## config.mk

```make
export PLATFORM = sky130hd
export DESIGN_NAME = key_event_spi_regs
export DESIGN_NICKNAME = d
export VERILOG_FILES = /design/src/rtl/key_regs_pkg.sv /design/src/rtl/key_event_fifo.sv /design/src/rtl/key_event_spi_regs.sv
export SDC_FILE = /design/constraint.sdc
export NUM_CORES = 1
export LEC_CHECK = 0
export ABC_AREA = 1
export CAP_MARGIN = 10
export CORE_ASPECT_RATIO = 1.2
export CORE_MARGIN = 3
export CORE_UTILIZATION = 48
export CTS_BUF_LIST = sky130_fd_sc_hd__clkbuf_16
export CTS_CLUSTER_SIZE = 24
export DETAILED_ROUTE_END_ITERATION = 8
export PLACE_DENSITY_LB_ADDON = 0.12
export SLEW_MARGIN = 10
export SYNTH_ARGS = -nofsm -noshare
export SYNTH_HDL_FRONTEND = slang
export SYNTH_HIERARCHICAL = 1
export SYNTH_SLANG_ARGS = --single-unit
```

## constraint.sdc

```tcl
create_clock -name clk_g_i -period 4.3 [get_ports clk_g_i]
set_clock_uncertainty 0.05 [all_clocks]
set_input_delay 0.645 -clock clk_g_i [delete_from_list [all_inputs] [get_ports clk_g_i]]
set_output_delay 0.645 -clock clk_g_i [all_outputs]
set_load 0.03 [all_outputs]
```

## src/rtl/key_regs_pkg.sv

```systemverilog
// Shared constants for the key event front end:
// command codes, fixed response bytes and event layout.
package key_regs_pkg;

    localparam logic [7:0] CMD_POP     = 8'h80;
    localparam logic [7:0] CMD_STATUS  = 8'h81;
    localparam logic [7:0] CMD_ID      = 8'h82;

    localparam logic [7:0] ID_VALUE    = 8'hA5;
    localparam logic [7:0] EMPTY_EVENT = 8'hFF;

    localparam int EVT_PRESS_BIT = 7;
    localparam int EVT_IDX_MSB   = 6;

endpackage

```

## src/rtl/key_event_fifo.sv

```systemverilog
// Event FIFO with first-word-fall-through head; a push into a full
// FIFO is accepted only when a pop happens in the same cycle.
module key_event_fifo
    import key_regs_pkg::*;
#(
    parameter int W     = 8,
    parameter int DEPTH = 16,
    parameter int CW    = $clog2(DEPTH + 1)
) (
    input  logic          clk,
    input  logic          rst_n,
    input  logic          i_push,
    input  logic [W-1:0]  i_data,
    input  logic          i_pop,
    output logic          o_full,
    output logic          o_empty,
    output logic [CW-1:0] o_count,
    output logic [W-1:0]  o_head
);

    localparam int AW = $clog2(DEPTH);

    logic [W-1:0]  r_mem [DEPTH];
    logic [AW-1:0] r_wp;
    logic [AW-1:0] r_rp;
    logic [CW-1:0] r_cnt;
    logic          w_wr;
    logic          w_rd;

    assign o_full  = (r_cnt == CW'(DEPTH));
    assign o_empty = (r_cnt == '0);
    assign o_count = r_cnt;
    assign o_head  = r_mem[r_rp];

    assign w_rd = i_pop && !o_empty;
    assign w_wr = i_push && (!o_full || w_rd);

    always_ff @(posedge clk or negedge rst_n) begin
        if (!rst_n) begin
            for (int i = 0; i < DEPTH; i++) r_mem[i] <= '0;
        end else if (w_wr) begin
            r_mem[r_wp] <= i_data;
        end
    end

    always_ff @(posedge clk or negedge rst_n) begin
        if (!rst_n) begin
            r_wp  <= '0;
            r_rp  <= '0;
            r_cnt <= '0;
        end else begin
            if (w_wr) r_wp <= r_wp + 1'b1;
            if (w_rd) r_rp <= r_rp + 1'b1;
            unique case ({w_wr, w_rd})
                2'b10:   r_cnt <= r_cnt + 1'b1;
                2'b01:   r_cnt <= r_cnt - 1'b1;
                default: r_cnt <= r_cnt;
            endcase
        end
    end

endmodule

```

## src/rtl/key_event_spi_regs.sv

```systemverilog
// Key debouncer, change scanner and event FIFO behind a byte-wide
// command interface fed by the SPI slave.
module key_event_spi_regs
    import key_regs_pkg::*;
#(
    parameter int NUM_KEYS       = 61,
    parameter int TICK_DIV       = 470,
    parameter int DEBOUNCE_TICKS = 4,
    parameter int FIFO_DEPTH     = 16
) (
    input  logic                clk_g_i,
    input  logic                rstn_g_i,
    input  logic [NUM_KEYS-1:0] keys_i,
    input  logic                rx_valid_i,
    input  logic [7:0]          rx_byte_i,
    output logic [7:0]          tx_byte_o,
    output logic                irq_o,
    output logic                keys_valid_o
);

    localparam int CW  = $clog2(DEBOUNCE_TICKS + 1);
    localparam int PW  = $clog2(TICK_DIV);
    localparam int FCW = $clog2(FIFO_DEPTH + 1);
    localparam logic [7:0] GROUPS_B = 8'((NUM_KEYS + 7) / 8);

    logic [NUM_KEYS-1:0] r_sync1;
    logic [NUM_KEYS-1:0] r_sync2;
    logic [NUM_KEYS-1:0] r_stable;
    logic [CW-1:0]       r_cnt [NUM_KEYS];
    logic [PW-1:0]       r_pre;
    logic [CW-1:0]       r_tcnt;
    logic                r_valid;
    logic [127:0]        r_rep;
    logic [6:0]          r_idx;
    logic                r_stall;
    logic [7:0]          r_tx;

    logic                w_tick;
    logic [127:0]        w_stable_pad;
    logic                w_sk;
    logic                w_diff;
    logic                w_full;
    logic                w_empty;
    logic [FCW-1:0]      w_count;
    logic [7:0]          w_head;
    logic [7:0]          w_evt;
    logic                w_pop;
    logic                w_push;
    logic                w_stall;
    logic                w_status_rd;
    logic [7:0]          w_rsp;

    assign w_tick       = (r_pre == PW'(TICK_DIV - 1));
    assign w_stable_pad = 128'(r_stable);
    assign w_sk         = w_stable_pad[r_idx];
    assign w_diff       = (w_sk != r_rep[r_idx]);
    assign w_pop        = rx_valid_i && (rx_byte_i == CMD_POP) && !w_empty;
    assign w_push       = w_diff && (!w_full || w_pop);
    assign w_stall      = w_diff && w_full && !w_pop;
    assign w_status_rd  = rx_valid_i && (rx_byte_i == CMD_STATUS);

    always_comb begin
        w_evt = '0;
        w_evt[EVT_PRESS_BIT] = w_sk;
        w_evt[EVT_IDX_MSB:0] = r_idx;
    end

    always_ff @(posedge clk_g_i or negedge rstn_g_i) begin
        if (!rstn_g_i) begin
            r_sync1  <= '0;
            r_sync2  <= '0;
            r_stable <= '0;
            for (int k = 0; k < NUM_KEYS; k++) r_cnt[k] <= '0;
        end else begin
            r_sync1 <= keys_i;
            r_sync2 <= r_sync1;
            if (w_tick) begin
                for (int k = 0; k < NUM_KEYS; k++) begin
                    if (r_sync2[k] == r_stable[k]) begin
                        r_cnt[k] <= '0;
                    end else if (CW'(r_cnt[k] + 1'b1) == CW'(DEBOUNCE_TICKS)) begin
                        r_stable[k] <= ~r_stable[k];
                        r_cnt[k]    <= '0;
                    end else begin
                        r_cnt[k] <= r_cnt[k] + 1'b1;
                    end
                end
            end
        end
    end

    always_ff @(posedge clk_g_i or negedge rstn_g_i) begin
        if (!rstn_g_i) begin
            r_pre   <= '0;
            r_tcnt  <= '0;
            r_valid <= 1'b0;
        end else begin
            r_pre <= w_tick ? '0 : r_pre + 1'b1;
            if (w_tick && !r_valid) begin
                if (r_tcnt == CW'(DEBOUNCE_TICKS - 1)) r_valid <= 1'b1;
                else r_tcnt <= r_tcnt + 1'b1;
            end
        end
    end

    // A stalled scanner parks on the pending key so no change is skipped.
    always_ff @(posedge clk_g_i or negedge rstn_g_i) begin
        if (!rstn_g_i) begin
            r_rep   <= '0;
            r_idx   <= '0;
            r_stall <= 1'b0;
        end else begin
            if (!w_stall) begin
                if (w_push) r_rep[r_idx] <= w_sk;
                r_idx <= (r_idx == 7'(NUM_KEYS - 1)) ? '0 : r_idx + 7'd1;
            end
            if (w_stall) r_stall <= 1'b1;
            else if (w_status_rd) r_stall <= 1'b0;
        end
    end

    always_comb begin
        w_rsp = 8'h00;
        unique case (1'b1)
            (rx_byte_i < GROUPS_B):
                w_rsp = w_stable_pad[{rx_byte_i[3:0], 3'b000} +: 8];
            (rx_byte_i == CMD_POP):
                w_rsp = w_empty ? EMPTY_EVENT : w_head;
            (rx_byte_i == CMD_STATUS):
                w_rsp = {r_stall, r_valid, 6'(w_count)};
            (rx_byte_i == CMD_ID):
                w_rsp = ID_VALUE;
            default:
                w_rsp = 8'h00;
        endcase
    end

    always_ff @(posedge clk_g_i or negedge rstn_g_i) begin
        if (!rstn_g_i) r_tx <= '0;
        else if (rx_valid_i) r_tx <= w_rsp;
    end

    key_event_fifo #(
        .W     (8),
        .DEPTH (FIFO_DEPTH),
        .CW    (FCW)
    ) u_fifo (
        .clk     (clk_g_i),
        .rst_n   (rstn_g_i),
        .i_push  (w_push),
        .i_data  (w_evt),
        .i_pop   (w_pop),
        .o_full  (w_full),
        .o_empty (w_empty),
        .o_count (w_count),
        .o_head  (w_head)
    );

    assign tx_byte_o    = r_tx;
    assign irq_o        = (w_count != '0);
    assign keys_valid_o = r_valid;

endmodule

```

==> impl_metrics.yaml <==
routing:
  drt_wl_total_um: 81300
  drtAntennaViolNets: 0
  dr_total_vias: 25800
  first_iter_violations: 1860
  drc: 0
  avgViaCountPerCell: 5.21
  wl_per_cell_um: 16.4
  first_pass_iters: 5
setup_path:
  path_delay_family: "simple AND/OR/NAND/NOR gates"
  critPathSlowestCell: "buf_4"
  path_buf_inv: 2
  crit_top_cell: "nand2_1"
  cp-end-kind: "flip-flop"
  reg2regPathDepth: 16
  critPathLaunch: "r_idx[1]"
  worst-path-stages: 16
  crit_path_max_incr_delay_ns: 0.57
  required_ns: 4.73
  r2r_start: "r_idx[1]"
  crit_path_max_fanout: 67
  startpoint_type: "flip-flop"
  path_class: "reg -> reg"
  cp_cell_sequence: "inv_2 -> nor2_4 -> nand2_2 -> nor2_1 -> a21oi_1 -> nand2_1 -> nand2_1 -> nand2_1 -> o21ai_1 -> nand2_2 -> nand2_1 -> nand2_2 -> buf_4 -> nand2_1 -> nand2_1 -> o21ai_1"
  cp.arrival_ns: 4.25
hold_path:
  hold_class: "reg -> reg"
  hp-start: "r_sync1[58]"
  min_delay_path_depth: 0
placed_design:
  gp_congestion: 0.826
  dp_hpwl_um: 54200
  port-buffer-count: 81
  dp_cells: 4826
synth:
  syn_inst: 3949
  netlist_top_cells_count: "921 x nand2_1, 664 x dfrtp_1, 555 x nor2_1"
  syn-num-nets: 4160
  yosysUniqueCellTypes: 49
  synth_edf_count: 0
  synthTopCellsByArea: "dfrtp_1 51%, nand2_1 11%, nor2_1 6.3%"
  synth-async-reset-ratio_pct: 100
  syn_area_per_cell_sq_um: 8.32
  ys_ff_latch: 664
  yosysWarnings: 6
  synth_top_area_share_pct: 50.5
  synthesis.area_sq_um: 32900
  synth.most_common_cell: "nand2_1"
  seq_area_frac_synth_pct: 50.5
  synth_ff_type: "dfrtp_1"
  yosys.area.top_type: "dfrtp_1"
run:
  drv_cap: 0
die:
  initial_core_util_pct: 48.8
  die_h_um: 293
  fp.coreArea_sq_um: 67400
  num_rows: 104
  ios: 82
  die_area_sq_um: 71700
  die_x_um: 245
clock_tree:
  cts_sinks: 664
  htree_levels: 3
  clockBufferDepth: 3
  ctsRootBufferMaster: "clkbuf_16"
  clk_latency_ns: 0.60
  cts_buffers: 72
  cts_tree: "yes"
  path_clk_slew_ns: 0.06
global_routing:
  antenna_found_initial: 0
  overflow: 0
  grt_max_degree: 126
  top_usage_layer: "met2"
  met2_usage_pct: 37.2
  met1_usage_pct: 32.9
  grt_pass1_vias: 24900
  use_met3_pct: 2.73
  grt_usage_pct: 23.0
  grt_pass1_wl_um: 134000
power_and_ir_drop:
  p_leak_uw: 0.0170
  seqPwrFrac_pct: 49.2
  power.share.switching_pct: 23.4
  vdd_ir_drop_max_mv: 0.287
  clockPowerShare_pct: 45.7
  p_int_uw: 9920
  p_comb_share_pct: 5.1
  switching_power_uw: 3030
  power_density_nw_per_um2: 352
sta:
  setup_viol_count_final: 0
  worstMarginPinSlew_ns: 0.853
  relSlewSlack_pct: 43.1
  tns_ns: 0
  fmax_mhz: 262
  fin_crit_sh_pct: 88.9
  rsz0062_at_grt: "false"
  slew_viol_final: 0
  min_period_ns: 3.82
  hold_violations: 0
finish:
  antenna-diode-count: 0
  drive_gt1_share_pct: 5.02
  fill_cells: 6326
  syn_to_final_growth_pct: 11.9
  num-nets-final: 4211
  finalNonFillerCells: 4947
run_status:
  status: "finished clean"
-- metrics by stage --
stage / hold WS [ns] / setup WS, ns / cell area (sq um) / util, % / power (uW)
global placement: 0.283 / 0.434 / 34600 / 51.3 / 7150
global route: 0.302 / 0.160 / 36800 / 54.5 / 13400
floorplan: 0.281 / 0.907 / 32900 / - / 6780
CTS: 0.294 / 0.527 / 36800 / 54.5 / 13100
finish: 0.290 / 0.476 / 36800 / 54.5 / 12900
detailed placement: 0.285 / 0.439 / 34600 / 51.3 / 7150
-- layout make-up --
type	instances	area, sq um	area share, %
clock buffers	74	1850	5.04
clock inverters	46	349	0.949
inverters	453	1700	4.63
multi-input cells	2665	13700	37.2
flip-flops and latches	664	16600	45.2
well taps	901	1130	3.07
repair buffers	144	1430	3.89
-- power by group through the flow --
stage,Sequential (uW),Combinational [uW],Clock (uW)
CTS,6370,671,6070
finish,6370,661,5920
detailed placement,6480,667,0
floorplan,6470,306,0
global route,6370,737,6330
global placement,6480,664,0
-- cells in the final DEF, fill, tap and decap left out, types with 4 or more instances in the layout --
| master | Yosys | layout |
|---|---|---|
| clkbuf_16 | 0 | 74 |
| buf_12 | 1 | 11 |
| nand2_2 | 4 | 5 |
| o211ai_1 | 42 | 42 |
| o21ai_1 | 44 | 44 |
| inv_2 | 8 | 7 |
| clkdlybuf4s50_1 | 0 | 80 |
| nand2_8 | 10 | 10 |
| nor3_1 | 5 | 5 |
| bufinv_16 | 0 | 5 |
| a31oi_1 | 7 | 7 |
| clkinv_2 | 0 | 9 |
| nand2_1 | 921 | 919 |
| o22ai_1 | 9 | 9 |
| o21ai_0 | 396 | 396 |
| xnor2_1 | 63 | 63 |
| dfrtp_1 | 664 | 662 |
| inv_1 | 441 | 457 |
| a21oi_1 | 50 | 50 |
| ha_1 | 138 | 138 |
| xor2_1 | 22 | 22 |
| nand3_1 | 177 | 177 |
| nor2_2 | 5 | 4 |
| nand2_4 | 6 | 7 |
| clkinv_1 | 4 | 14 |
| buf_4 | 14 | 51 |
| o31ai_1 | 107 | 107 |
| nor2_1 | 555 | 555 |
| nand4_1 | 66 | 66 |
-- cell families after synthesis --
family	Yosys count	share of synthesized area [%]
simple gates	1759	22.1
buf+inv	620	7.86
xor+xnor	85	2.26
flops	664	50.5
compound gates	680	11.8
mux	2	0.0647
fa+ha+maj	139	5.31
-- worst paths after layout --
check / end / slack, ns
hold reg to reg: r_sync2[58] / 0.29
setup reg to reg: r_idx[1] / 0.48
min in group asynchronous: r_cnt[47] / 0.58
max in group asynchronous: r_rep[66] / 2.65
setup / recovery: r_idx[1] / 0.48
hold / removal: r_sync2[58] / 0.29
-- layer usage --
metal / part of all wire [%] / vias to the layer above
li1: - / 12800
met1: 47 / 12300
met2: 46 / 571
met3: 4.6 / 113
met4: 2.2 / 0
met5: 0 / -
-- worst register-to-register path, delay by kind of cell, from the launching register on --
family | cells | cell delay, ns
flops | 1 | 0.53
buf+inv | 2 | 0.79
compound gates | 3 | 0.20
simple gates | 11 | 2.13
-- state kept, by name (all words and copies together), names as in the netlist, 3 cells and up --
| register | flops |
|---|---|
| r_sync1 | 61 |
| r_cnt | 183 |
| r_tcnt | 3 |
| r_rep | 128 |
| r_idx | 7 |
| tx_byte_o | 8 |
| r_stable | 61 |
| u_fifo/r_mem | 128 |
| u_fifo/r_rp | 4 |
| r_pre | 9 |
| u_fifo/r_wp | 4 |
| r_sync2 | 61 |
| u_fifo/o_count | 5 |
-- repair_timing --
item | 4_1_cts | 5_1_grt
hold buffers | 1 | 0
resized for setup | 0 | 0
setup buffers | 0 | 0
endpoints found under the hold margin | 5 | 0
No activity file was read; power rests on OpenSTA's default activity.
